--- src/rtl/mult_seq_ctrl.sv ---
// Sequential shift-add multiplier controller: one A_WIDTH-bit adder (carry kept)
// reused over up to B_WIDTH iterations. Optional build macro: MULT_EARLY_TERM_EN.
module mult_seq_ctrl #(
  parameter int A_WIDTH = 8,
  parameter int B_WIDTH = 8
) (
  input  logic                       clk,
  input  logic                       rst_n,
  input  logic                       start_valid,
  output logic                       start_ready,
  input  logic [A_WIDTH-1:0]         a_in,
  input  logic [B_WIDTH-1:0]         b_in,
  output logic                       res_valid,
  input  logic                       res_ready,
  output logic [A_WIDTH+B_WIDTH-1:0] product,
  output logic                       zero,
  output logic                       busy
);

  localparam int CW = $clog2(B_WIDTH + 1);
  localparam int PW = A_WIDTH + B_WIDTH;
  localparam logic [CW-1:0] B_LAST = CW'(B_WIDTH - 1);

  localparam logic [1:0] IDLE = 2'd0;
  localparam logic [1:0] RUN  = 2'd1;
  localparam logic [1:0] DONE = 2'd2;

  logic [1:0]         state;
  logic [A_WIDTH-1:0] a_reg;
  logic [A_WIDTH-1:0] acc;
  logic [B_WIDTH-1:0] b_reg;
  logic [CW-1:0]      cnt;

  logic [A_WIDTH:0]   sum;
  logic [PW:0]        wide;
  logic [PW-1:0]      next_pair;
  logic               last_iter;

`ifdef MULT_EARLY_TERM_EN
  localparam logic [CW-1:0] B_FULL = CW'(B_WIDTH);
  logic [B_WIDTH-1:0] win_mask;
  logic               rest_zero;
  logic [CW-1:0]      shamt;
`endif

  always_comb begin
    sum  = {1'b0, acc} + (b_reg[0] ? {1'b0, a_reg} : '0);
    wide = {sum, b_reg};
`ifdef MULT_EARLY_TERM_EN
    // Low (B_WIDTH-cnt) bits of b_reg are still multiplier bits; once nothing
    // above the current bit is set, the remaining iterations are pure shifts.
    win_mask  = {B_WIDTH{1'b1}} >> cnt;
    rest_zero = ((b_reg & win_mask) >> 1) == '0;
    shamt     = B_FULL - cnt;
    last_iter = rest_zero || (cnt == B_LAST);
    next_pair = rest_zero ? PW'(wide >> shamt) : PW'(wide >> 1);
`else
    last_iter = (cnt == B_LAST);
    next_pair = PW'(wide >> 1);
`endif
  end

  always_ff @(posedge clk or negedge rst_n) begin
    if (!rst_n) begin
      state <= IDLE;
      a_reg <= '0;
      acc   <= '0;
      b_reg <= '0;
      cnt   <= '0;
    end else begin
      case (state)
        IDLE: begin
          if (start_valid) begin
            a_reg <= a_in;
            acc   <= '0;
            b_reg <= b_in;
            cnt   <= '0;
            state <= RUN;
          end
        end
        RUN: begin
          {acc, b_reg} <= next_pair;
          cnt          <= cnt + CW'(1);
          if (last_iter) state <= DONE;
        end
        DONE: begin
          if (res_ready) state <= IDLE;
        end
        default: state <= IDLE;
      endcase
    end
  end

  assign start_ready = (state == IDLE);
  assign busy        = (state == RUN);
  assign res_valid   = (state == DONE);
  assign product     = res_valid ? {acc, b_reg} : '0;
  assign zero        = res_valid && ({acc, b_reg} == '0);

endmodule

--- config.mk ---
export PLATFORM = sky130hd
export DESIGN_NAME = mult_seq_ctrl
export DESIGN_NICKNAME = d
export VERILOG_FILES = /design/src/rtl/mult_seq_ctrl.sv
export SDC_FILE = /design/constraint.sdc
export NUM_CORES = 1
export LEC_CHECK = 0
export ABC_AREA = 1
export BUFFER_PORTS_ARGS = -buffer_cell sky130_fd_sc_hd__buf_2
export CAP_MARGIN = 20
export CORE_MARGIN = 2
export CORE_UTILIZATION = 30
export CTS_BUF_LIST = sky130_fd_sc_hd__clkbuf_16
export DETAILED_ROUTE_END_ITERATION = 6
export PLACE_DENSITY = 0.49
export SLEW_MARGIN = 30
export SYNTH_ARGS = -nofsm -noshare
export SYNTH_HDL_FRONTEND = slang
export SYNTH_SLANG_ARGS = --single-unit
export TNS_END_PERCENT = 10
--- constraint.sdc ---
create_clock -name clk -period 1.8 [get_ports clk]
set_input_delay 0.09 -clock clk [delete_from_list [all_inputs] [get_ports clk]]
set_output_delay 0.09 -clock clk [all_outputs]
set_load 0.05 [all_outputs]
==> impl_metrics.csv, run 1 <==
group,metric,value,unit
yosys,synth-async-reset-ratio,100,%
route,dr.pass1.iters,4,
sta,setup_viol,0,
worst_setup_path,r2r_cells,9,
clock_network,cts_tree,"built",
global_route,antenna_found_initial,0,
sta,hold_violations,0,
worst_hold_path,min_path_type,"input port to register",
global_route,grt-ovfl-total,0,
final_layout,area_growth,26.7,%
worst_setup_path,critPathMaxFanout,5,
route,vias,1597,
clock_network,clk_pin_slew_worst_paths,0.05,ns
yosys,synth.distinct_cells,29,
power_and_ir_drop,clockPowerShare,17.3,%
route,top_layer,"met4",
global_route,grt_pass1_wl,6.96,mm
yosys,yosys_warnings,0,
route,drt-initial-drc-count,96,
worst_setup_path,crit_path_end_kind,"register",
worst_setup_path,critPathMaxStageDelay,0.41,ns
sta,worstMarginPinSlew,0.698,ns
worst_hold_path,worstHoldStart,"a_in[2]",
final_layout,num-fill-cells,626,
route,drt-vias-per-instance,4.67,
route,final_antenna_net_count,0,
worst_setup_path,critical-path-slowest-cell,"dfrtp_1",
route,wl_met2,1.99,mm
yosys,yosys.area_share.adder,7.40,%
floorplanning,initial_utilization,30.6,%
run,maxCapViolations,0,
place,gp_congestion,0.842,
clock_network,clkSinkCount,30,
yosys,ys_seq_area_share,41.9,%
floorplanning,die_w,81.3,um
worst_hold_path,min_to,"a_reg[2]",
yosys,ys.flop_type,"dfrtp_1",
floorplanning,die_area,6610,um^2
final_layout,final_core_util,38.8,%
worst_setup_path,critPathRequiredTime,1.96,ns
power_and_ir_drop,p_sw,1.98,mW
yosys,synth_simple_gate_area_share,23.5,%
floorplanning,core-area,5850,um^2
global_route,grt_usage,14.1,%
route,dr_wl_met3,159,um
worst_setup_path,path_delay_family,"simple AND/OR/NAND/NOR gates",
clock_network,htreeDepth,2,
place,port_buffers,39,
place,dp_hpwl,3.17,mm
final_layout,fin_nets,296,
power_and_ir_drop,vdd_drop_max,0.000698,V
status,run_status,"finished, final reports clean",
route,wl_met1,2.00,mm
clock_network,clockBufferDepth,2,
sta,slew_headroom,53.5,%
power_and_ir_drop,p_int,2.53,mW
clock_network,insertion_delay,0.27,ns
worst_hold_path,hold_depth,2,
route,routed_wl,4.19,mm
worst_setup_path,ff2ff_setup_slack,0.11,ns
sta,period_minus_slack,1.69,ns
worst_setup_path,path_cells,"buf_4 > nand2_1 > inv_1 > ha_1 > or2_2 > nand3_1 > nand3_1 > nand3_1 > nand2_1",
power_and_ir_drop,seq_power_share,28.7,%
worst_setup_path,worstSetupPathType,"register to register",
worst_setup_path,reg2reg_to,"acc[6]",
worst_setup_path,r2r_start,"b_reg[0]",
yosys,synth-seq-cells,30,
worst_setup_path,crit_buf_inv,2,
floorplanning,rows,28,
worst_setup_path,setup.worst_path.start_class,"register",
yosys,synth-compound-area-share,10.5,%
worst_setup_path,arrival,1.85,ns
floorplanning,die_h,81.3,um
yosys,synth_nets,250,
global_route,grt_max_degree,31,
power_and_ir_drop,comb_power_share,54.0,%
sta,timing.final.crit_share,94.1,%
worst_setup_path,cp.depth,9,
yosys,syn_avg_cell_area,8.15,um^2
final_layout,diodes,0,
power_and_ir_drop,p_leak,1.24,nW
yosys,synth_area,1790,um^2
yosys,synth_enable_flop_cells,0,
worst_setup_path,crit_top_cell,"nand3_1",
route,drcViolationCount,0,
sta,fin_worst_skew,0.00570,ns
route,wl_per_cell,12.2,um
sta,max_freq,591,MHz
clock_network,cts_buffers,5,
floorplanning,io_pins,40,
global_route,grt_pass1_vias,1402,
clock_network,root_buffer,"clkbuf_16",
yosys,synth_xor_xnor_area_share,0.977,%
power_and_ir_drop,swShare,43.9,%
yosys,postSynthCellCount,220,
yosys,synth_top_family_by_area,"simple AND/OR/NAND/NOR gates",
final_layout,drive_above_1_share,28.5,%
yosys,synthMuxAreaShare,5.44,%
sta,report.final.slew_viol_count,0,
sta,setup_tns,0,ns
power_and_ir_drop,power_density,1990,nW/um^2
[power by group through the flow]
stage / Combinational [mW] / Clock, mW / Sequential (mW)
floorplan: 1.87 / 0 / 1.21
global placement: 2.32 / 0 / 1.29
detailed placement: 2.32 / 0 / 1.29
CTS: 2.35 / 0.795 / 1.28
global route: 2.75 / 0.842 / 1.35
finish: 2.44 / 0.782 / 1.29
[per-layer routing]
| layer | global-route usage [%] | up-vias |
|---|---|---|
| met1 | 19.7 | 775 |
| met4 | 4.07 | 0 |
| li1 | - | 799 |
| met3 | 4.11 | 4 |
| met5 | 0 | - |
| met2 | 20.9 | 19 |
[how the worst max path moves through the flow]
stage	start	end	slack (ns)
after floorplan	state[0]	product[10]	-0.20
after global placement	b_reg[0]	acc[7]	0.07
after detailed placement	b_reg[0]	acc[7]	-0.002
after CTS	b_reg[0]	acc[7]	0.03
after global routing	b_reg[0]	acc[6]	-0.009
final	b_reg[0]	acc[6]	0.11
[through the flow]
stage	worst slack (ns)	power (mW)	hold slack, ns	cell area [um^2]	instances
4_1_cts	0.0283	4.43	0.0447	2220	341
2_1_floorplan	-0.202	3.08	-0.206	1800	220
3_5_place_dp	-0.00195	3.61	0.187	2070	332
3_3_place_gp	0.0664	3.61	0.189	2070	332
5_1_grt	-0.00898	4.94	0.0492	2270	342
6_report	0.107	4.51	0.0494	2270	342
[layout by cell type (no fill, tap or decap), types with 3 or more instances in the layout]
cell / netlist / routed
ha_4: 0 / 3
nor2_1: 29 / 28
nand3_1: 9 / 8
o22ai_1: 9 / 9
ha_1: 9 / 6
o21ai_0: 7 / 6
a21oi_1: 9 / 9
dfrtp_1: 30 / 30
mux2_2: 6 / 6
clkbuf_16: 0 / 5
inv_1: 34 / 35
buf_4: 0 / 5
buf_2: 2 / 39
a21oi_2: 3 / 3
nand2_1: 47 / 47
nand4_1: 3 / 3
[synthesized netlist by cell type, drive strengths merged, types with 2 or more instances]
library cell  number  area share, %
inv               36            7.7
mux2               8            5.4
dfrtp             30             42
or2                2           0.70
nand3b             2           0.84
nand2             49             11
o21ai              7            2.0
nor2              30            6.7
nand4              3            1.0
xor2               2           0.98
nand3              9            2.5
o22ai              9            3.1
a21oi             12            4.0
ha                 9            6.3
buf                5            2.4
[area by class of cell]
cell class                      instances  area (um^2)  share of cell area [%]
Sequential cell                        30          751                    33.0
Clock buffer                            5          125                    5.51
Clock inverter                          3         12.5                   0.551
Tap cell                               75         93.8                    4.13
Multi-Input combinational cell        148          910                    40.0
Timing Repair Buffer                   45          243                    10.7
Inverter                               36          138                    6.06
[cells by family after synthesis]
logic type	count (synthesis)
AND/OR/NAND/NOR	97
buffers and inverters	42
AO/OA/AOI/OAI	31
flip-flops	30
adder cells (fa/ha/maj)	10
multiplexers	8
XOR/XNOR	2
[repair_timing]
item / CTS / global route
buffers inserted: 0 / 1
endpoints found under the hold margin: 30 / 0
hold buffers: 1 / 0
resized for setup: 1 / 5
pin swaps: 0 / 0
endpoints found under the setup margin: 1 / 3
Power figures use the tool's default switching activity.
==> inputs of run 2 (changes only) <==
--- a/config.mk
+++ b/config.mk
@@ -12,7 +12,7 @@
 export CORE_UTILIZATION = 30
 export CTS_BUF_LIST = sky130_fd_sc_hd__clkbuf_16
 export DETAILED_ROUTE_END_ITERATION = 6
-export PLACE_DENSITY = 0.49
+export PLACE_DENSITY = 0.58
 export SLEW_MARGIN = 30
 export SYNTH_ARGS = -nofsm -noshare
 export SYNTH_HDL_FRONTEND = slang
==> constraint.sdc (replaced) <==
create_clock -name clk -period 1.9 [get_ports clk]
set_input_delay 0.095 -clock clk [delete_from_list [all_inputs] [get_ports clk]]
set_output_delay 0.095 -clock clk [all_outputs]
set_load 0.05 [all_outputs]
==> impl_metrics.csv, run 2 (synthesis gave the netlist of run 1 again) <==
group,metric,value,unit
sta,setup_viol,0,
sta,rsz0062_at_grt,"false",
sta,slew_headroom,53.8,%
worst_setup_path,reg2reg_to,"acc[7]",
route,drt-initial-drc-count,68,
clock_network,cts_buffers,5,
worst_setup_path,crit_path_end_kind,"register",
worst_setup_path,path_cells,"nand2_1 > inv_1 > ha_1 > fa_1 > nand2_1 > nand2_2 > nand3_2 > nor2_1 > o21ai_1 > nand2_1",
global_route,grt_usage,13.7,%
sta,hold_violations,0,
worst_setup_path,worstSetupPathType,"register to register",
sta,report.final.slew_viol_count,0,
final_layout,fin_area,2240,um^2
place,dp_hpwl,3.04,mm
worst_setup_path,ff2ff_setup_slack,0.17,ns
sta,period_minus_slack,1.73,ns
route,final_antenna_net_count,0,
status,run_status,"finished, final reports clean",
route,drcViolationCount,0,
worst_setup_path,crit_buf_inv,1,
route,drt-vias-per-instance,4.53,
worst_setup_path,crit_top_cell,"nand2_1",
global_route,grt_pass1_vias,1507,
worst_setup_path,critical-path-slowest-cell,"dfrtp_1",
power_and_ir_drop,power,4.28,mW
final_layout,num-fill-cells,604,
route,dr.pass1.iters,4,
worst_setup_path,cp.depth,10,
clock_network,clk_pin_slew_worst_paths,0.05,ns
clock_network,insertion_delay,0.27,ns
final_layout,area_growth,25.0,%
power_and_ir_drop,p_leak,1.24,nW
sta,worstMarginPinSlew,0.693,ns
floorplanning,die_area,6610,um^2
final_layout,layout_commonest_cell,"nand2_1",
clock_network,cts_setup_buffers,0,
global_route,grt-ovfl-total,0,
worst_setup_path,critPathMaxFanout,5,
floorplanning,initial_utilization,30.6,%
worst_setup_path,path_delay_family,"adder cells",
power_and_ir_drop,vdd_drop_max,0.00101,V
clock_network,clockBufferDepth,2,
worst_setup_path,critPathMaxStageDelay,0.41,ns
power_and_ir_drop,power_density,1910,nW/um^2
global_route,grt_pass1_wl,6.80,mm
worst_setup_path,cp-startpoint,"b_reg[0]",
worst_setup_path,setup.worst_path.start_class,"register",
run,maxCapViolations,0,
route,vias,1535,
worst_setup_path,r2r_cells,10,
floorplanning,die_h,81.3,um
clock_network,htreeDepth,2,
worst_hold_path,min_path_type,"input port to register",
global_route,antenna_found_initial,0,
floorplanning,die_w,81.3,um
sta,fin_worst_skew,0.00368,ns
global_route,grt_max_degree,31,
route,wl_per_cell,11.9,um
route,routed_wl,4.04,mm
worst_setup_path,arrival,1.89,ns
sta,timing.final.crit_share,91.0,%
sta,max_freq,578,MHz
clock_network,cts_tree,"built",
floorplanning,rows,28,
worst_setup_path,r2r_start,"b_reg[0]",
floorplanning,io_pins,40,
place,placed_area,2060,um^2
final_layout,multi_input_area,872,um^2
final_layout,fin_nets,293,
floorplanning,core-area,5850,um^2
clock_network,root_buffer,"clkbuf_16",
place,port_buffers,39,
worst_setup_path,critPathRequiredTime,2.06,ns
place,gp_congestion,0.805,
final_layout,layout_common_cells,"nand2_1, buf_2, inv_1",
final_layout,diodes,0,
sta,fin_hold_ws,0.0509,ns
final_layout,drive_above_1_share,26.9,%
final_layout,regArea,751,um^2
clock_network,clkSinkCount,30,
worst_setup_path,endpoint,"acc[7]",
==> run 2: changes by cell type in the layout (fill, tap and decap cells not counted) <==
cell        before  now
nand2_1         47   46
buf_4            5    2
fa_2             1    0
clkinv_2         1    0
clkinv_1         1    0
nand2_2          0    1
ha_1             6    9
ha_4             3    0
clkinvlp_4       0    1
bufinv_16        0    1
fa_1             0    1
==> run 2: how the worst min path moves through the flow <==
| stage | start | to | slack, ns | depth (start not counted) |
|---|---|---|---|---|
| floorplan | rst_n | a_reg[0] | -0.20 | 0 |
| global placement | rst_n | b_reg[4] | 0.18 | 1 |
| detailed placement | rst_n | b_reg[4] | 0.18 | 1 |
| CTS | a_in[4] | a_reg[4] | 0.05 | 2 |
| global route | a_in[1] | a_reg[1] | 0.06 | 2 |
| finish | a_in[3] | a_reg[3] | 0.05 | 2 |
==> run 2: metal layers <==
layer,part of all wire (%),global-route usage (%),vias to the layer above
met5,0,0,-
met2,47,21.7,24
met3,3.8,3.67,5
li1,-,-,792
met1,48,17.9,714
met4,1.1,4.58,0
==> run 2: what timing repair did <==
| item | in CTS | in global routing |
|---|---|---|
| hold buffers | 1 | 0 |
| setup endpoints to repair | 0 | 2 |
| resized for setup | 0 | 3 |
| endpoints found under the hold margin | 30 | 0 |
==> run 2: area by class of cell <==
type	count	area share, %
Tap cell	75	4.19
Inverter	36	6.14
Sequential cell	30	33.5
Timing Repair Buffer	42	9.83
Clock inverter	3	1.84
Multi-Input combinational cell	148	38.9
Clock buffer	5	5.58
==> run 2: stage by stage <==
step | util (%) | TNS (ns) | worst slack (ns) | cells
floorplan | - | -1.07 | -0.107 | 220
detailed placement | 35.2 | 0 | 0.151 | 330
CTS | 38.2 | 0 | 0.0992 | 339
global placement | 35.2 | 0 | 0.183 | 330
finish | 38.3 | 0 | 0.171 | 339
global route | 38.3 | 0 | 0.0223 | 339
==> run 2: where the power goes <==
part	internal (mW)	leakage (nW)	switching, mW
sequential	0.973	0.358	0.243
clock	0.612	0.0812	0.273
combinational	0.833	0.800	1.34
total	2.42	1.24	1.86
==> inputs of run 3 (changes only) <==
--- a/config.mk
+++ b/config.mk
@@ -8,11 +8,13 @@
 export ABC_AREA = 1
 export BUFFER_PORTS_ARGS = -buffer_cell sky130_fd_sc_hd__buf_2
 export CAP_MARGIN = 20
+export CELL_PAD_IN_SITES_DETAIL_PLACEMENT = 1
+export CELL_PAD_IN_SITES_GLOBAL_PLACEMENT = 2
 export CORE_MARGIN = 2
 export CORE_UTILIZATION = 30
 export CTS_BUF_LIST = sky130_fd_sc_hd__clkbuf_16
 export DETAILED_ROUTE_END_ITERATION = 6
-export PLACE_DENSITY = 0.58
+export PLACE_DENSITY = 0.86
 export SLEW_MARGIN = 30
 export SYNTH_ARGS = -nofsm -noshare
 export SYNTH_HDL_FRONTEND = slang
==> impl_metrics.csv, run 3 (synthesis gave the netlist of run 1 again) <==
group,metric,value,unit
status,run_status,"finished, final reports clean",
sta,setup_tns,0,ns
route,wl_per_cell,13.8,um
sta,fin_worst_skew,0.00442,ns
clock_network,cts_tree,"built",
global_route,grt_pass1_wl,7.71,mm
final_layout,num-fill-cells,718,
worst_setup_path,r2r_start,"b_reg[0]",
sta,hold_violations,0,
route,final_antenna_net_count,0,
clock_network,insertion_delay,0.27,ns
route,routed_wl,4.69,mm
power_and_ir_drop,power_density,1940,nW/um^2
route,drt-vias-per-instance,4.64,
power_and_ir_drop,seq_power_share,28.1,%
final_layout,fin_nets,295,
power_and_ir_drop,comb_power_share,51.8,%
sta,fin_hold_ws,0.0492,ns
place,gp_congestion,0.810,
sta,worstMarginPinSlew,0.702,ns
final_layout,layout_common_cells,"nand2_1, buf_2, inv_1",
worst_setup_path,path_delay_family,"simple AND/OR/NAND/NOR gates",
floorplanning,core-area,5850,um^2
power_and_ir_drop,swShare,43.9,%
power_and_ir_drop,vdd_drop_max,0.000780,V
worst_hold_path,worstHoldStart,"a_in[5]",
global_route,grt_usage,15.7,%
place,dp_hpwl,3.52,mm
sta,timing.final.crit_share,93.4,%
worst_setup_path,worstSetupPathType,"register to register",
worst_hold_path,hold_depth,2,
clock_network,cts_buffers,5,
worst_setup_path,setup.worst_path.start_class,"register",
worst_setup_path,r2r_cells,8,
worst_setup_path,critPathMaxStageDelay,0.41,ns
floorplanning,initial_utilization,30.6,%
power_and_ir_drop,p_int,2.44,mW
worst_hold_path,min_path_type,"input port to register",
route,drt-initial-drc-count,51,
clock_network,root_buffer,"clkbuf_16",
floorplanning,die_area,6610,um^2
power_and_ir_drop,clockPowerShare,20.1,%
sta,period_minus_slack,1.77,ns
power_and_ir_drop,p_sw,1.91,mW
worst_setup_path,reg2reg_to,"acc[2]",
clock_network,clockBufferDepth,2,
final_layout,drive_above_1_share,26.8,%
worst_setup_path,path_cells,"buf_4 > nand2_1 > inv_1 > ha_1 > or2_2 > nand2_1 > xor2_1 > o21ai_0",
route,drcViolationCount,0,
global_route,grt_pass1_vias,1646,
floorplanning,rows,28,
final_layout,layout_commonest_cell,"nand2_1",
power_and_ir_drop,p_leak,1.25,nW
clock_network,htreeDepth,2,
place,dp.cells,330,
worst_setup_path,critPathRequiredTime,2.05,ns
route,vias,1579,
worst_setup_path,crit_top_cell,"nand2_1",
clock_network,clk_pin_slew_worst_paths,0.05,ns
final_layout,stdcell_count,340,
worst_setup_path,crit_buf_inv,2,
global_route,grt_max_degree,31,
worst_setup_path,arrival,1.92,ns
run,maxCapViolations,0,
sta,max_freq,564,MHz
route,dr.pass1.iters,3,
worst_setup_path,critical-path-slowest-cell,"dfrtp_1",
worst_setup_path,crit_path_end_kind,"register",
clock_network,clkSinkCount,30,
global_route,grt-ovfl-total,0,
worst_setup_path,ff2ff_setup_slack,0.13,ns
place,port_buffers,39,
sta,report.final.slew_viol_count,0,
sta,setup_viol,0,
global_route,antenna_found_initial,0,
worst_hold_path,min_to,"a_reg[5]",
final_layout,diodes,0,
final_layout,area_growth,25.3,%
floorplanning,die_h,81.3,um
sta,slew_headroom,53.2,%
floorplanning,io_pins,40,
worst_setup_path,critPathMaxFanout,4,
power_and_ir_drop,power,4.36,mW
floorplanning,die_w,81.3,um
[run 3: cell types whose count changed in the layout (fill, tap and decap cells not counted), sizes merged]
cell,change
inv,-1
buf,+2
clkinvlp,-1
clkinv,+1
[run 3: what timing repair did]
item,4_1_cts,5_1_grt
setup buffers,0,2
hold buffers,1,0
resized for setup,0,2
endpoints found under the hold margin,30,0
setup endpoints to repair,0,3
[run 3: cell type report]
type,instances,area (um^2),area share [%]
Clock buffer,5,125,5.57
Clock inverter,2,33.8,1.50
Inverter,36,138,6.13
Multi-Input combinational cell,148,870,38.7
Sequential cell,30,751,33.4
Tap cell,75,93.8,4.18
Timing Repair Buffer,44,235,10.5
[run 3: worst max-delay path by stage]
stage,cells after the start,slack (ns),to,from
global placement,10,0.19,acc[7],b_reg[0]
global route,11,-0.001,acc[6],b_reg[0]
finish,8,0.13,acc[2],b_reg[0]
floorplan,4,-0.11,product[10],state[0]
CTS,10,0.08,acc[7],b_reg[0]
detailed placement,10,0.10,acc[7],b_reg[0]
[run 3: per-layer routing]
metal | up-vias | share of wire, % | GRT usage, %
met5 | - | 0 | 0
met4 | 0 | 1.4 | 5.59
met3 | 7 | 2.6 | 3.67
met2 | 18 | 50 | 26.1
met1 | 762 | 46 | 19.8
li1 | 792 | - | -
[run 3: power by group through the flow]
stage	combinational (mW)	sequential, mW	clock [mW]
2_1_floorplan	1.77	1.15	0
3_3_place_gp	2.16	1.23	0
3_5_place_dp	2.22	1.24	0
4_1_cts	2.24	1.23	0.903
5_1_grt	2.55	1.28	0.933
6_report	2.26	1.23	0.874
[run 3: worst reg2reg max path: cells and delay by family, from the launching register on]
family / cells / cell delay, ns
XOR/XNOR: 1 / 0.20
AO/OA/AOI/OAI: 1 / 0.11
flip-flops: 1 / 0.41
AND/OR/NAND/NOR: 3 / 0.45
adder cells (fa/ha/maj): 1 / 0.30
buffers and inverters: 2 / 0.19
[run 3: stage by stage]
| step | util [%] | instance area (um^2) | setup slack, ns |
|---|---|---|---|
| floorplan | - | 1800 | -0.107 |
| global placement | 35.2 | 2060 | 0.186 |
| finish | 38.4 | 2250 | 0.126 |
| global route | 38.4 | 2250 | -0.00147 |
| CTS | 38.0 | 2230 | 0.0786 |
| detailed placement | 35.2 | 2060 | 0.104 |
